### src/rtl/encoder_ctrl.sv
// Sequencer for one bit-accumulating Encoder: clear, stream cfg_num features,
// let the accumulators settle, then hold the bundled hypervector for downstream.
module encoder_ctrl #(
  parameter int DIM   = 8,
  parameter int CNT_W = 8
) (
  input  logic             clk,
  input  logic             rst,
  input  logic             start,
  input  logic [CNT_W-1:0] cfg_num,
  output logic             busy,
  output logic             err,
  input  logic             in_valid,
  input  logic [DIM-1:0]   in_data,
  output logic             in_ready,
  output logic             enc_clr,
  output logic             enc_en,
  output logic [DIM-1:0]   enc_data,
  input  logic [DIM-1:0]   enc_in,
  output logic             out_valid,
  output logic [DIM-1:0]   out_data,
  input  logic             out_ready,
  output logic [CNT_W-1:0] feat_cnt
);

  typedef enum logic [2:0] {
    IDLE   = 3'd0,
    CLEAR  = 3'd1,
    ACCUM  = 3'd2,
    SETTLE = 3'd3,
    DONE   = 3'd4
  } state_t;

  state_t           state;
  state_t           state_nxt;
  logic [CNT_W-1:0] num;
  logic [CNT_W-1:0] cnt_inc;
  logic             beat;
  logic             start_ok;
  logic             start_bad;

  assign in_ready  = (state == ACCUM);
  assign beat      = in_valid & in_ready;
  assign cnt_inc   = feat_cnt + 1'b1;
  assign start_ok  = (state == IDLE) && start && (cfg_num != '0);
  assign start_bad = (state == IDLE) && start && (cfg_num == '0);

  // Encoder-facing strobes are pure decodes of state/beat, so clr and en
  // can never overlap and data is zero on every non-beat cycle.
  assign busy      = (state != IDLE);
  assign enc_clr   = (state == CLEAR);
  assign enc_en    = beat;
  assign enc_data  = beat ? in_data : '0;
  assign out_valid = (state == DONE);

  always_comb begin
    state_nxt = state;
    case (state)
      IDLE:    if (start_ok) state_nxt = CLEAR;
      CLEAR:   state_nxt = ACCUM;
      ACCUM:   if (beat && (cnt_inc == num)) state_nxt = SETTLE;
      SETTLE:  state_nxt = DONE;
      DONE:    if (out_ready) state_nxt = IDLE;
      default: state_nxt = IDLE;
    endcase
  end

  always_ff @(posedge clk) begin
    if (rst) begin
      state    <= IDLE;
      num      <= '0;
      feat_cnt <= '0;
      out_data <= '0;
      err      <= 1'b0;
    end else begin
      state <= state_nxt;
      err   <= start_bad;
      if (start_ok) begin
        num      <= cfg_num;
        feat_cnt <= '0;
      end else if (beat) begin
        feat_cnt <= cnt_inc;
      end
      // Last beat landed in the Encoder on the previous edge; enc_in is final now.
      if (state == SETTLE) out_data <= enc_in;
    end
  end

endmodule
### config.mk
export PLATFORM = sky130hd
export DESIGN_NAME = encoder_ctrl
export DESIGN_NICKNAME = d
export VERILOG_FILES = /design/src/rtl/encoder_ctrl.sv
export SDC_FILE = /design/constraint.sdc
export NUM_CORES = 1
export LEC_CHECK = 0
export BUFFER_PORTS_ARGS = -buffer_cell sky130_fd_sc_hd__buf_4
export CAP_MARGIN = 30
export CORE_MARGIN = 5
export CORE_UTILIZATION = 47
export DETAILED_ROUTE_END_ITERATION = 10
export PLACE_DENSITY = 0.9
export REMOVE_ABC_BUFFERS = 1
export SYNTH_ARGS = -nofsm -noshare
export SYNTH_HDL_FRONTEND = slang
export SYNTH_SLANG_ARGS = --single-unit
### constraint.sdc
create_clock -name clk -period 2.2 [get_ports clk]
set_clock_uncertainty 0.15 [all_clocks]
set_input_delay 0 -clock clk [delete_from_list [all_inputs] [get_ports clk]]
set_output_delay 0 -clock clk [all_outputs]
set_load 0.01 [all_outputs]
==> impl_results.md, run 1 <==
* Status: complete, no violations
* Final setup fails at 0
* Critical Path Source Type: flop
* Filler cells at around 190
* Final #Nets at 268
* All-Layer GR Usage at between 10% and 20%
* Ant. Diodes at 0
* Dominant cell type by area after synthesis: dfxtp_1
* Post-route ant nets at 0
* First-pass GRT wire length at 6.575 mm
* Global route total overflow at 0
* TritonCTS clock tree: yes
* Top cells by area, synth: dfxtp_1 (40%), mux2i_1 (11%), xnor2_1 (7.5%), nor2_1 (6.4%), xor2_1 (4.4%)
* Largest net degree at the start of global routing at 21
* Maximum clock frequency at 473.8 MHz
* Max-Cap Viols at 0
* Synth Instances at 146
* Async set-or-reset flop fraction in the synthesized netlist at 0%
* Avg Synthesized Cell Area at about 9.6 um2
* GR Util met2 at a little over a third
* Max-slew violations at 0
* Num rows at 19
* Worst-path clk slew at 0.15 ns
* Leak at about 1.1 nW
* Core area at 0.002805 mm2
* # IOs at 59
* Tmin final at 2.110 ns
* Max-slew headroom at 76.55%
* Power Density at 453.1 mW/mm2
* Vias per cell at between 5 and 6
* Critical path peak fanout at 8
* WP data arrival at 2.19 ns
* Met3 GRT Util at 5.699%
* Most frequent cells after synthesis: dfxtp_1 (28), nor2_1 (24), mux2i_1 (15)
* VDD IR-drop max at 0.2941 mV
* Critical path cell sequence: nor3_2, nand2_1, a21oi_4, buf_4, mux2i_1, nor2_1, dlygate4sd3_1
* Routed vias at 1397
* Area of the multi-input gates at around 800 um2
* DRC viols at 0
* Ys flop type: dfxtp_1
* Synthesized area at 0.001408 mm2
* WL final at 4.075 mm
* Slowest cell on crit path: dlygate4sd3_1
* Pre-antenna DRT Iters at 4
* Area Overhead vs Synth at 58.84%
* Final setup margin at approximately 0.090 ns
* Worst-Skew Late Latency at 0.33 ns
* Ratio of cells with drive above 1 in the final layout at around a third
* Worst EP required at 2.28 ns
* Post-DR wirelength/cell at 15.26 um
* Die extent in x at 64.73 um
* Num CTS Buffers at 3
* Least-Margin Pin Slew at about 0.35 ns
* Yosys top cell area share at 39.82%
* Post-synth EDFFs at 0
* CTS Sinks at 28
* Die ar. at about 0.0042 mm2
* Global placement routability congestion at 0.8428
* Initial Util at 50.18%
* Busiest grt layer: met2
* Netlist cell types at 36
* DRT iter0 DRCs at 41
* DP HPWL at 2.642 mm
* Area after DPL at about 0.0018 mm2
* Post-synthesis register bit count at 28
* Vias in the first global route at 1455
* Grt met1 use at 20.68%
* Sequential area share after synthesis at between 30% and 40%
* Final Cell Area at 0.002236 mm2
* Period utilisation layout at 95.93%
* Vert. Die Dim at 64.73 um
* H-tree depth at 1
* Fin. Hold Viols at 0
* Top-count cell post-synth: dfxtp_1
* Worst Hold Class: input port to flop
* Seq. cell area at 563.0 um2
* Initial antenna violation count at 0
* Clock Tree Buf Depth at 2
* Port bufs at 58
* Slowest Stage Delay on Critical Path at 0.55 ns
* Clk root buf: clkbuf_4
* Placement Setup Slack at 0.3573 ns
* YS warnings at 0
* CP Class: flop to flop
* Worst setup EP type: flop
-- flip-flops by register name, indices dropped and copies added, names as in the netlist --
| signal | cells |
|---|---|
| out_data | 8 |
| state | 3 |
| num | 8 |
| feat_cnt | 8 |
| err | 1 |
-- critical path: cells and delay by family (launching register included) --
family,cells,cell delay (ns)
flops,1,0.39
buf+inv,2,0.71
simple gates,3,0.36
mux,1,0.19
compound gates,1,0.21
-- cells by family (layout without fill, tap and decap cells) --
kind of cell	Yosys count	after routing	share of synthesized area, %
compound gates	9	9	6.134
xor+xnor	19	19	11.82
fa+ha+maj	1	1	0.8887
buf+inv	11	101	4.178
flops	28	28	39.82
mux	15	15	10.67
simple gates	63	63	26.49
-- cell usage in the layout, fill, tap and decap left out, drive strengths merged --
cell          n
buf          63
dlygate4sd3  33
dfxtp        28
nor2         25
mux2i        15
xnor2        12
and2          8
xor2          7
nand3         5
nor3b         4
nand2         4
nand4         4
a22o          3
clkbuf        3
nor4          3
inv           2
nand2b        2
nor3          2
a21oi         2
and4bb        1
or2           1
nor2b         1
o21ai         1
o221ai        1
o31a          1
o41ai         1
nand3b        1
and3          1
and4          1
ha            1
-- where the power goes --
part,internal [mW],switching (mW),total [mW],leakage [nW]
sequential,0.527,0.0228,0.550,0.228
combinational,0.151,0.0986,0.250,0.820
clock,0.0645,0.149,0.213,0.0138
total,0.743,0.270,1.01,1.06
-- per-layer routing --
metal | vias up | wire length [um]
li1 | 675 | -
met1 | 649 | 1574
met2 | 61 | 2076
met3 | 12 | 344
met4 | 0 | 81
met5 | - | 0
-- area by class of cell --
cell class | count | share of cell area [%]
well taps | 31 | 1.735
flip-flops and latches | 28 | 25.18
inverters | 2 | 0.3358
clock buffers | 3 | 1.007
multi-input cells | 107 | 35.25
repair buffers | 96 | 36.49
-- worst paths after layout --
check	depth (start not counted)	endpoint	slack (ns)	from
max	7	num[0]	0.09	state[0]
min	4	state[0]	0.1	in_valid
max reg2reg	7	num[0]	0.09	state[0]
min reg2reg	1	state[1]	0.36	state[2]
-- timing repair --
item | in CTS | in global routing
endpoints found under the setup margin | 0 | 13
resized for setup | 0 | 2
hold buffers | 33 | 0
buffers inserted | 0 | 4
endpoints found under the hold margin | 20 | 0
-- through the flow --
step | hold WS [ns] | total power [mW] | std cells | setup TNS (ns) | util [%]
after floorplan | -0.08093 | 0.6524 | 137 | 0 | -
after global placement | 0.07993 | 0.7387 | 227 | 0 | 65.52
after detailed placement | 0.09033 | 0.7456 | 227 | 0 | 65.52
after CTS | 0.05218 | 0.9939 | 263 | 0 | 78.10
after global routing | 0.09757 | 1.064 | 267 | -0.01262 | 79.71
final | 0.09594 | 1.013 | 267 | 0 | 79.71
(Power assumes the default switching activity.)
==> run 2: changes to the inputs <==
--- a/config.mk
+++ b/config.mk
@@ -10,6 +10,7 @@
 export CORE_MARGIN = 5
 export CORE_UTILIZATION = 47
 export DETAILED_ROUTE_END_ITERATION = 10
+export GPL_TIMING_DRIVEN = 0
 export PLACE_DENSITY = 0.9
 export REMOVE_ABC_BUFFERS = 1
 export SYNTH_ARGS = -nofsm -noshare
==> impl_results.md, run 2 (synthesis results as in run 1) <==
* Initial antenna violation count at 0
* CTS Sinks at 28
* Worst-Skew Late Latency at 0.32 ns
* H-tree depth at 1
* Initial Util at 50.18%
* Final setup fails at 0
* Final total power at 0.9900 mW
* Max-slew violations at 0
* Leak at about 1.0 nW
* DRT iter0 DRCs at 38
* VDD IR-drop max at 0.3134 mV
* Pre-antenna DRT Iters at 4
* Vias per cell at ~5.2
* Worst EP required at 2.27 ns
* Filler cells at 193
* Unrepaired setup endpoints after global routing: yes
* Post-route ant nets at 0
* Max-Cap Viols at 0
* Final setup TNS at 0 ns
* Power Density at 449.0 mW/mm2
* Start point of the critical path: state[2]
* Worst r2r path cells at 6
* Core area at 0.002805 mm2
* Global placement routability congestion at 0.7869
* Worst hold path startpoint: in_data[1]
* Largest registers: feat_cnt x8, num x8, out_data x8
* Critical path peak fanout at 8
* Period utilisation layout at 95.72%
* Vias in the first global route at 1430
* Worst Hold Class: input port to output pin
* Clk root buf: clkbuf_4
* First-pass GRT wire length at about 6.5 mm
* TritonCTS clock tree: yes
* Maximum clock frequency at 474.9 MHz
* Status: complete, no violations
* Critical Path Source Type: flop
* Largest net degree at the start of global routing at 21
* WL final at 3.861 mm
* Max-slew headroom at 65.08%
* Worst setup EP type: flop
* Worst-path clk slew at about 0.15 ns
* Most frequent cells in the layout: buf_4 (59), dlygate4sd3_1 (33), dfxtp_1 (26), nor2_1 (24), mux2i_1 (15)
* Area Overhead vs Synth at 56.62%
* Worst Hold Path Cells at 3
* Tmin final at 2.106 ns
* Routed vias at 1368
* Port bufs at between 50 and 60
* Final #Nets at 264
* CP Class: flop to flop
* Slowest cell on crit path: dlygate4sd3_1
* Post-DR wirelength/cell at ~15 um
* All-Layer GR Usage at 19.49%
* Final core utilization at 78.59%
* Clock Tree Buf Depth at 2
* Die extent in x at between 60 and 70 um
* Die ar. at between 0.004 and 0.005 mm2
* Least-Margin Pin Slew at 0.5238 ns
* DP HPWL at 2.556 mm
* Ratio of cells with drive above 1 in the final layout at approximately a third
* Slowest Stage Delay on Critical Path at about 0.56 ns
* Final setup margin at 0.09415 ns
* DRC viols at 0
* Global route total overflow at 0
* Fin. Hold Viols at 0
* Critical path cell sequence: nor3_4, nand2_2, a21oi_4, mux2i_1, nor2_1, dlygate4sd3_1
* Vert. Die Dim at 64.73 um
* Reg2reg start: state[2]
* Num CTS Buffers at 3
* # IOs at 59
* Placement Setup Slack at 0.2571 ns
* Num rows at 19
* Most common cell after layout, fill and taps aside: buf_4
* Ant. Diodes at 0
* WP data arrival at between 2 and 2.5 ns
[run 2: worst paths after layout]
check                 to  slack (ns)
min          enc_data[1]        0.13
max               num[6]        0.09
min reg2reg     state[1]        0.36
max reg2reg       num[6]        0.09
[run 2: timing repair]
| item | in CTS | in global routing |
|---|---|---|
| setup buffers | 0 | 1 |
| endpoints found under the setup margin | 0 | 13 |
| endpoints found under the hold margin | 20 | 4 |
| resized for setup | 0 | 5 |
| hold buffers | 32 | 1 |
[run 2: final cells by class]
| type | instances | area (um2) | share of cell area (%) |
|---|---|---|---|
| multi-input cells | 107 | 797.0 | 36.15 |
| repair buffers | 92 | 773.2 | 35.07 |
| flip-flops and latches | 28 | 565.5 | 25.65 |
| well taps | 31 | 38.79 | 1.759 |
| clock buffers | 3 | 22.52 | 1.022 |
| inverters | 2 | 7.507 | 0.3405 |
[run 2: worst max-delay path, delay by kind of cell, from the launching register on]
kind	cells	cell delay, ns
simple gates	3	0.37
mux	1	0.24
compound gates	1	0.28
flops	1	0.40
buf+inv	1	0.56
[run 2: routing by layer]
layer / up-vias / GRT usage [%] / share of wire, %
li1: 672 / - / -
met1: 629 / 21.06 / 39
met2: 61 / 35.89 / 50
met3: 6 / 6.218 / 9.2
met4: 0 / 6.069 / 1.1
met5: - / 0 / 0
[run 2: stage by stage]
stage          hold WS [ns]  std cells  cell area, um2
3_5_place_dp        0.09521        226            1831
4_1_cts           0.0003421        261            2173
6_report             0.1326        263            2205
5_1_grt              0.1560        263            2205
3_3_place_gp        0.07945        226            1831
2_1_floorplan      -0.08093        137            1356
[run 2: where the power goes]
part           leakage [nW]  internal [mW]  switching [mW]  total, mW
Clock                0.0138         0.0642           0.144      0.209
Combinational         0.798          0.138          0.0928      0.231
Sequential            0.228          0.526          0.0238      0.550
Total                  1.04          0.729           0.261      0.990
